File: config.mk
export PLATFORM = sky130hd
export DESIGN_NAME = rps_frame_capture
export DESIGN_NICKNAME = d
export VERILOG_FILES = /design/src/rtl/rps_frame_capture_pkg.sv /design/src/rtl/rps_pixel_binarize.sv /design/src/rtl/rps_frame_capture.sv
export SDC_FILE = /design/constraint.sdc
export NUM_CORES = 2
export LEC_CHECK = 0
export BUFFER_PORTS_ARGS = -buffer_cell sky130_fd_sc_hd__buf_2
export CAP_MARGIN = 20
export CORE_AREA = 2 2 409 411
export DETAILED_ROUTE_END_ITERATION = 12
export DIE_AREA = 0 0 411 413
export PLACE_DENSITY = 0.48
export SKIP_CTS_REPAIR_TIMING = 1
export SYNTH_ARGS = -nofsm -noshare
export SYNTH_HDL_FRONTEND = slang
export SYNTH_SLANG_ARGS = --single-unit
export TNS_END_PERCENT = 1
File: constraint.sdc
create_clock -name clk -period 31.7 [get_ports clk]
set_input_delay 4.755 -clock clk [delete_from_list [all_inputs] [get_ports clk]]
set_output_delay 4.755 -clock clk [all_outputs]
set_load 0.1 [all_outputs]
File: src/rtl/rps_frame_capture_pkg.sv
// Shared constants and types for the rock-paper-scissors capture/classifier path.
package rps_frame_capture_pkg;

    // Image geometry shared with the classifier.
    localparam int LENGTH = 32;
    localparam int WIDTH  = 32;

    // Classifier constants, kept alongside the geometry they depend on.
    localparam int LEFT   = 16;
    localparam int SHIFT  = 4;

    // Default grayscale pixel width.
    localparam int PIX_W  = 8;

    // Capture FSM states.
    typedef enum logic [1:0] {
        SYNC = 2'd0,
        FILL = 2'd1,
        HOLD = 2'd2
    } cap_state_t;

endpackage

File: src/rtl/rps_pixel_binarize.sv
// Combinational threshold (and optional invert) of one grayscale pixel.
module rps_pixel_binarize #(
    parameter int PIX_W     = 8,
    parameter int THRESHOLD = 128,
    parameter bit INVERT    = 1'b0
) (
    input  logic [PIX_W-1:0] pix_data,
    output logic             pix_bit
);

    // One extra bit so a threshold of 2^PIX_W (never set) stays representable.
    localparam logic [PIX_W:0] TH = (PIX_W+1)'(THRESHOLD);

    assign pix_bit = ({1'b0, pix_data} >= TH) ^ INVERT;

endmodule

File: src/rtl/rps_frame_capture.sv
// Captures a raster grayscale stream into a binary LENGTH x WIDTH frame and
// holds it (init_out high) until the downstream classifier acknowledges it.
module rps_frame_capture
    import rps_frame_capture_pkg::*;
#(
    parameter int PIX_W     = 8,
    parameter int THRESHOLD = 128,
    parameter bit INVERT    = 1'b0
) (
    input  logic                           clk,
    input  logic                           rst,
    input  logic                           pix_valid,
    output logic                           pix_ready,
    input  logic [PIX_W-1:0]               pix_data,
    input  logic                           pix_sof,
    output logic [LENGTH-1:0][WIDTH-1:0]   image,
    output logic                           init_out,
    input  logic                           frame_ack,
    output logic                           frame_err,
    output logic [15:0]                    frame_cnt
);

    localparam int RW = (LENGTH > 1) ? $clog2(LENGTH) : 1;
    localparam int CW = (WIDTH  > 1) ? $clog2(WIDTH)  : 1;
    localparam logic [RW-1:0] ROW_LAST = RW'(LENGTH - 1);
    localparam logic [CW-1:0] COL_LAST = CW'(WIDTH - 1);

    cap_state_t    state;
    logic [RW-1:0] row, wr_row;
    logic [CW-1:0] col, wr_col;
    logic          pix_bit;
    logic          xfer;
    logic          wr_en;

    rps_pixel_binarize #(
        .PIX_W     (PIX_W),
        .THRESHOLD (THRESHOLD),
        .INVERT    (INVERT)
    ) u_bin (
        .pix_data (pix_data),
        .pix_bit  (pix_bit)
    );

    // Ready depends on state only, never on pix_valid.
    assign pix_ready = (state != HOLD);
    assign xfer      = pix_valid && pix_ready;

    // In SYNC only an sof pixel is kept; in FILL every transferred pixel is.
    assign wr_en     = xfer && (pix_sof || (state == FILL));

    // An sof pixel always lands at (0,0), restarting any partial frame.
    assign wr_row    = pix_sof ? '0 : row;
    assign wr_col    = pix_sof ? '0 : col;

    // Capture FSM: write pixels, advance raster position, hold and release frames.
    always_ff @(posedge clk or posedge rst) begin
        if (rst) begin
            state     <= SYNC;
            row       <= '0;
            col       <= '0;
            image     <= '0;
            init_out  <= 1'b0;
            frame_err <= 1'b0;
            frame_cnt <= '0;
        end else begin
            frame_err <= 1'b0;
            case (state)
                SYNC, FILL: begin
                    if (wr_en) begin
                        image[wr_row][wr_col] <= pix_bit;
                        frame_err             <= (state == FILL) && pix_sof;
                        if (wr_row == ROW_LAST && wr_col == COL_LAST) begin
                            state     <= HOLD;
                            init_out  <= 1'b1;
                            frame_cnt <= frame_cnt + 16'd1;
                            row       <= '0;
                            col       <= '0;
                        end else begin
                            state <= FILL;
                            if (wr_col == COL_LAST) begin
                                col <= '0;
                                row <= wr_row + 1'b1;
                            end else begin
                                col <= wr_col + 1'b1;
                                row <= wr_row;
                            end
                        end
                    end
                end
                HOLD: begin
                    if (frame_ack) begin
                        state    <= SYNC;
                        init_out <= 1'b0;
                        row      <= '0;
                        col      <= '0;
                    end
                end
                default: state <= SYNC;
            endcase
        end
    end

endmodule
**After elaboration in Yosys (flattened, before gate mapping)**

Index checks and enable logic that the tools add are counted.

- Register bits: 1054
- Bits in latches: 0
- Bits in writable memories: 0
- ROM bits: 0
- Memories kept: 0

- Add/sub/neg operators: 3
- $mul: 0
- Div/mod/pow operators: 0
- $lt $le $gt $ge: 5
- Eq/ne operators: 8
- Shift operators: 0
- Muxes and demuxes: 26
- Bitwise logic cells: 0
- Reductions and logical operators: 15

Operators with widths:

| cell | count |
|---|---|
| bitwise mux 1024 bit | 1 |
| demux 32 bit (select 5 bit) | 1 |
| two-way mux 5 bit | 9 |
| two-way mux 32 bit | 1 |
| one-hot mux 5 bit (2 select lines) | 2 |
| adder 16 x 1 -> 16 bit, second input constant | 1 |
| < comparator 5 x 6 -> 1 bit, second input constant | 2 |
| adder 5 x 1 -> 5 bit, second input constant | 2 |
| == test 5 bit, second input constant | 2 |
| >= comparator 5 x 1 -> 1 bit, second input constant | 2 |
| >= comparator 8 bit, second input constant | 1 |
| inequality test 2 bit, second input constant | 4 |
| logical AND 1 bit | 6 |
| two-way mux 1 bit | 6 |
| two-way mux 2 bit | 3 |
| AND reduction 3 bit | 2 |
| demux 1 bit (select 5 bit) | 1 |
| one-hot mux 2 bit (2 select lines) | 1 |
| AND reduction 2 bit | 2 |
| AND reduction 4 bit | 1 |
| == test 2 x 1 -> 1 bit, second input constant | 1 |
| == test 2 bit, second input constant | 1 |
| logical NOT 2 bit | 1 |
| one-hot mux 1 bit (2 select lines) | 1 |
| 3 further kinds | 3 |

**Logic depth before layout (Yosys ltp)**

- Depth in word-level cells: 8
- Mapped depth: 12
- Gate-level depth less buffers: 8

**Hierarchy**

Synthesis repeated with hierarchy kept, for this count alone.

- Cell total of the unflattened synthesis: 4920
- Area total of the unflattened synthesis: 45240.9 sq um

Modules (own cells, without submodules):

| module | instances | cells each | area an instance (sq um) |
|---|---|---|---|
| rps_frame_capture | 1 | 4919 | 45237.1 |
| rps_pixel_binarize | 1 | 1 | 3.8 |

**Least setup slack after synthesis**

OpenSTA, ideal clock, no wires.

- Kind: input-to-reg
- Start: input pix_sof
- End: register image[593] in the netlist's numbering
- Setup time: 0.070 ns
- Arrival: 7.214 ns
- Setup slack: 24.416 ns
- Stages on the path: 12
- Cell sequence: buf_6 -> clkbuf_1 -> clkbuf_1 -> buf_1 -> nor2b_1 -> inv_1 -> ha_1 -> or3b_2 -> nor4_1 -> clkbuf_1 -> nand3_1 -> nand2_1

- Longest elaborated chain between the ends: 8
- Elaborated cells on any way between the ends: 16

Ends and longest elaborated chain:

| element | line | source |
|---|---|---|
| from (decl) | rps_frame_capture.sv:15 | `input logic pix_sof,` |
| two-way mux 5 bit | rps_frame_capture.sv:53 | `assign wr_col = pix_sof ? '0 : col;` |
| < comparator 5 x 6 -> 1 bit (not written as such) or >= comparator 5 x 1 -> 1 bit (tied branches) | rps_frame_capture.sv:70 | `image[wr_row][wr_col] <= pix_bit;` |
| logical AND 1 bit (not written as such) | rps_frame_capture.sv:70 |  |
| two-way mux 1 bit (not written as such) | rps_frame_capture.sv:70 |  |
| demux 1 bit (select 5 bit) | rps_frame_capture.sv:70 |  |
| two-way mux 32 bit (not written as such) | rps_frame_capture.sv:70 |  |
| demux 32 bit (select 5 bit) | rps_frame_capture.sv:70 |  |
| bitwise mux 1024 bit | rps_frame_capture.sv:70 |  |
| to (signal, indexed assignment) | rps_frame_capture.sv:70 |  |
| to (decl) | rps_frame_capture.sv:16 | `output logic [LENGTH-1:0][WIDTH-1:0] image,` |

Parallel ways exist; a longest one is shown, timed or not.
A chain may end at the register's enable or synchronous reset.

**Final worst setup path**

- Start: input pix_data[7]
- End: register image[448] in the netlist's numbering

- Longest elaborated chain between the ends: 2

Ends and longest elaborated chain:

| element | line | source |
|---|---|---|
| from (decl) | rps_frame_capture.sv:14 | `input logic [PIX_W-1:0] pix_data,` |
| >= comparator 8 bit | rps_pixel_binarize.sv:14 | `assign pix_bit = ({1'b0, pix_data} >= TH) ^ INVERT;` |
| bitwise mux 1024 bit | rps_frame_capture.sv:70 |  |

Every way passes these cells.

==> flow_metrics.env <==
export IMPL_setup_viol=0
export IMPL_synthFlopType="dfrtp_1"
export IMPL_avgSynthCellArea_sq_um=9.13
export IMPL_synth_area_sq_mm=0.0447
export IMPL_finalInstanceArea_sq_mm=0.0569
export IMPL_wire_per_inst_um=31.2
export IMPL_synth_edff_count=0
export IMPL_min_period_over_period_pct=28.1
export IMPL_ys_types=59
export IMPL_yosys_warnings=0
export IMPL_portBuffers=1048
export IMPL_crit_end="image[448]"
export IMPL_min_from="init_out"
export IMPL_ios=1056
export IMPL_drc=0
export IMPL_die_h_um=413
export IMPL_startpoint="pix_data[7]"
export IMPL_cts_sinks=1054
export IMPL_coreArea_sq_mm=0.166
export IMPL_critical_path_class="input port to register"
export IMPL_fin_setup_tns_ns=0
export IMPL_nets=5733
export IMPL_busiest_layer="met2"
export IMPL_hold_slack_ns=0.482
export IMPL_gr_usage_met1_pct=36.3
export IMPL_fp_dieArea_sq_mm=0.170
export IMPL_wirelength_um=251000
export IMPL_hold_path_class="register to register"
export IMPL_path_clk_slew_ns=0.06
export IMPL_clock_latency_ns=0.79
export IMPL_start_util_pct=26.9
export IMPL_seq_area_frac_synth_pct=59.0
export IMPL_grt_pass1_wl_um=341000
export IMPL_cp_arrival_ns=9.62
export IMPL_final_layout_size_suffix_gt1_share_pct=27.5
export IMPL_ant_nets=0
export IMPL_cts_made_buffers=131
export IMPL_globalRouteOverflowTotal=0
export IMPL_dp_hpwl_um=160000
export IMPL_antenna_found_initial=28
export IMPL_synth_nets=4913
export IMPL_cp_max_fo=159
export IMPL_drt_iter0_drc=5279
export IMPL_r2r_start="col[1]"
export IMPL_r2r_end="image[298]"
export IMPL_end_kind="register"
export IMPL_dpl_cell_area_sq_mm=0.0525
export IMPL_postSynthCellCount=4895
export IMPL_slew_headroom_pct=21.8
export IMPL_async_reset_ff_share_pct=100
export IMPL_worst_endpoint_required_ns=32.41
export IMPL_final_common_cell="dfrtp_1"
export IMPL_grt_use_met2_pct=43.7
export IMPL_ff2ff_setup_slack_ns=27.56
export IMPL_clock_root_buffer="clkbuf_16"
export IMPL_htree_levels=4
export IMPL_place_ws_ns=22.16
export IMPL_die_w_um=411
export IMPL_gr_usage_all_layers_pct=28.5
export IMPL_tightestPinTransition_ns=1.17
export IMPL_use_met3_pct=7.10
export IMPL_rsz0062_at_grt="no"
export IMPL_drv_cap=0
export IMPL_setup_worst_path_start_class="input port"
export IMPL_grt_pass1_vias=41234
export IMPL_num_rows=150
export IMPL_grt_max_degree=160
export IMPL_cts_tree="yes"
export IMPL_cts_buffer_depth=3
export IMPL_fin_skew_ns=0.0345
export IMPL_vias=43145
export IMPL_status="completed"
export IMPL_hold_viol_final=0
export IMPL_fmax_mhz=112
export IMPL_r2r_cells=7
export IMPL_finalMaxSlewViolations=0
export IMPL_total_power_mw=3.03
export IMPL_final_min_clock_period_ns=8.91
export IMPL_place_gp_congestion=0.828
export IMPL_final_cell_mix="1054 x dfrtp_1, 1047 x buf_2, 1002 x nand2_1"
export IMPL_area_delta_synth_final_pct=27.2
export IMPL_worst_slack_ns=22.79
export IMPL_powerDensity_mw_per_mm2=53.2
export IMPL_vias_per_cell=5.37
export IMPL_worst_ir_drop_vdd_mv=0.0520
export IMPL_p_leak_nw=32.4
export IMPL_synth_seq_cells=1054
export IMPL_firstDrtPassIters=6
## how the worst min path moves through the flow
| stage | to | depth (start not counted) |
|---|---|---|
| floorplan | state[0] | 1 |
| global placement | frame_cnt[15] | 1 |
| detailed placement | init_out | 2 |
| CTS | init_out | 2 |
| global route | init_out | 2 |
| finish | init_out | 2 |
## critical path: stages
cell and delay (ns):
buf_8 0.70, buf_4 0.90, buf_4 0.81, buf_4 0.93
buf_4 0.92, mux2_2 0.31
## routing by layer
layer / vias up / routed length [um]
met3: 515 / 21800
li1: 18313 / -
met1: 21864 / 101000
met4: 2 / 15400
met2: 2451 / 113000
met5: - / 13
## flip-flops by register name, summed over array words and instances (netlist names)
signal,count
image,1024
frame_cnt,16
col,5
row,5
state,2
frame_err,1
init_out,1
## cell families after synthesis
family,Yosys count,synth area share (%)
flip-flops,1054,59.0
AND/OR/NAND/NOR,2216,22.4
AO/OA/AOI/OAI,962,10.9
adder cells (fa/ha/maj),5,0.140
multiplexers,95,2.39
buffers and inverters,548,4.84
XOR/XNOR,15,0.294
## Yosys cell counts (2+ instances only)
cell       number  area share [%]
nor4bb_1        4           0.090
nor2b_1         7           0.098
and3_1          3           0.042
buf_6           2           0.050
or3_1           2           0.028
nor4b_1         4           0.078
nand2b_1        8            0.11
nor4_2          2           0.056
nor2_1        114            0.96
nand4bb_1       5            0.13
nand3b_1        3           0.050
mux2_2         74             1.9
xnor2_1        12            0.24
clkbuf_1      458             3.8
o21ai_0       936              10
nand2_1      1012             8.5
o2111a_1        2           0.050
nand3_1       944              11
and2_1          2           0.028
nor4_1         30            0.42
nor3b_1         2           0.034
or2_2           4           0.056
o2111ai_1       3           0.059
or3b_2          2           0.039
nand4b_1        2           0.039
xor2_1          3           0.059
and3b_1         2           0.039
a21oi_1         3           0.034
nor3_1         11            0.12
o311ai_0        2           0.039
ha_1            5            0.14
and4bb_2        2           0.056
o31ai_1         2           0.034
mux2_1         21            0.53
and4b_1         2           0.045
a22o_1          2           0.039
or4b_2          2           0.045
buf_1           6           0.050
dfrtp_1      1054              59
or4_1           4           0.067
inv_1           9           0.076
buf_2          73            0.82
a31oi_1         2           0.028
nand4_1        38            0.53
## area by class of cell
class / instances / area, sq um
fill: 17165 / 109000
tap: 2204 / 2760
sequential: 1054 / 26400
clock inverter: 42 / 489
antenna: 7 / 17.5
clock buffer: 195 / 3850
multi-input combinational: 3293 / 16700
inverter: 9 / 37.5
timing repair buffer: 1226 / 6660
## per-stage QoR
stage | utilization (%) | instances
floorplan | - | 4895
global placement | 31.6 | 7782
detailed placement | 31.6 | 7785
CTS | 34.3 | 8022
global route | 34.3 | 8024
finish | 34.3 | 8030
## power breakdown
part | switching, mW | total, mW | internal, mW
clock | 0.646 | 1.52 | 0.875
combinational | 0.130 | 0.148 | 0.0180
sequential | 0.00684 | 1.36 | 1.35
total | 0.783 | 3.03 | 2.24
Note: power is estimated with default switching activity, not from simulation.
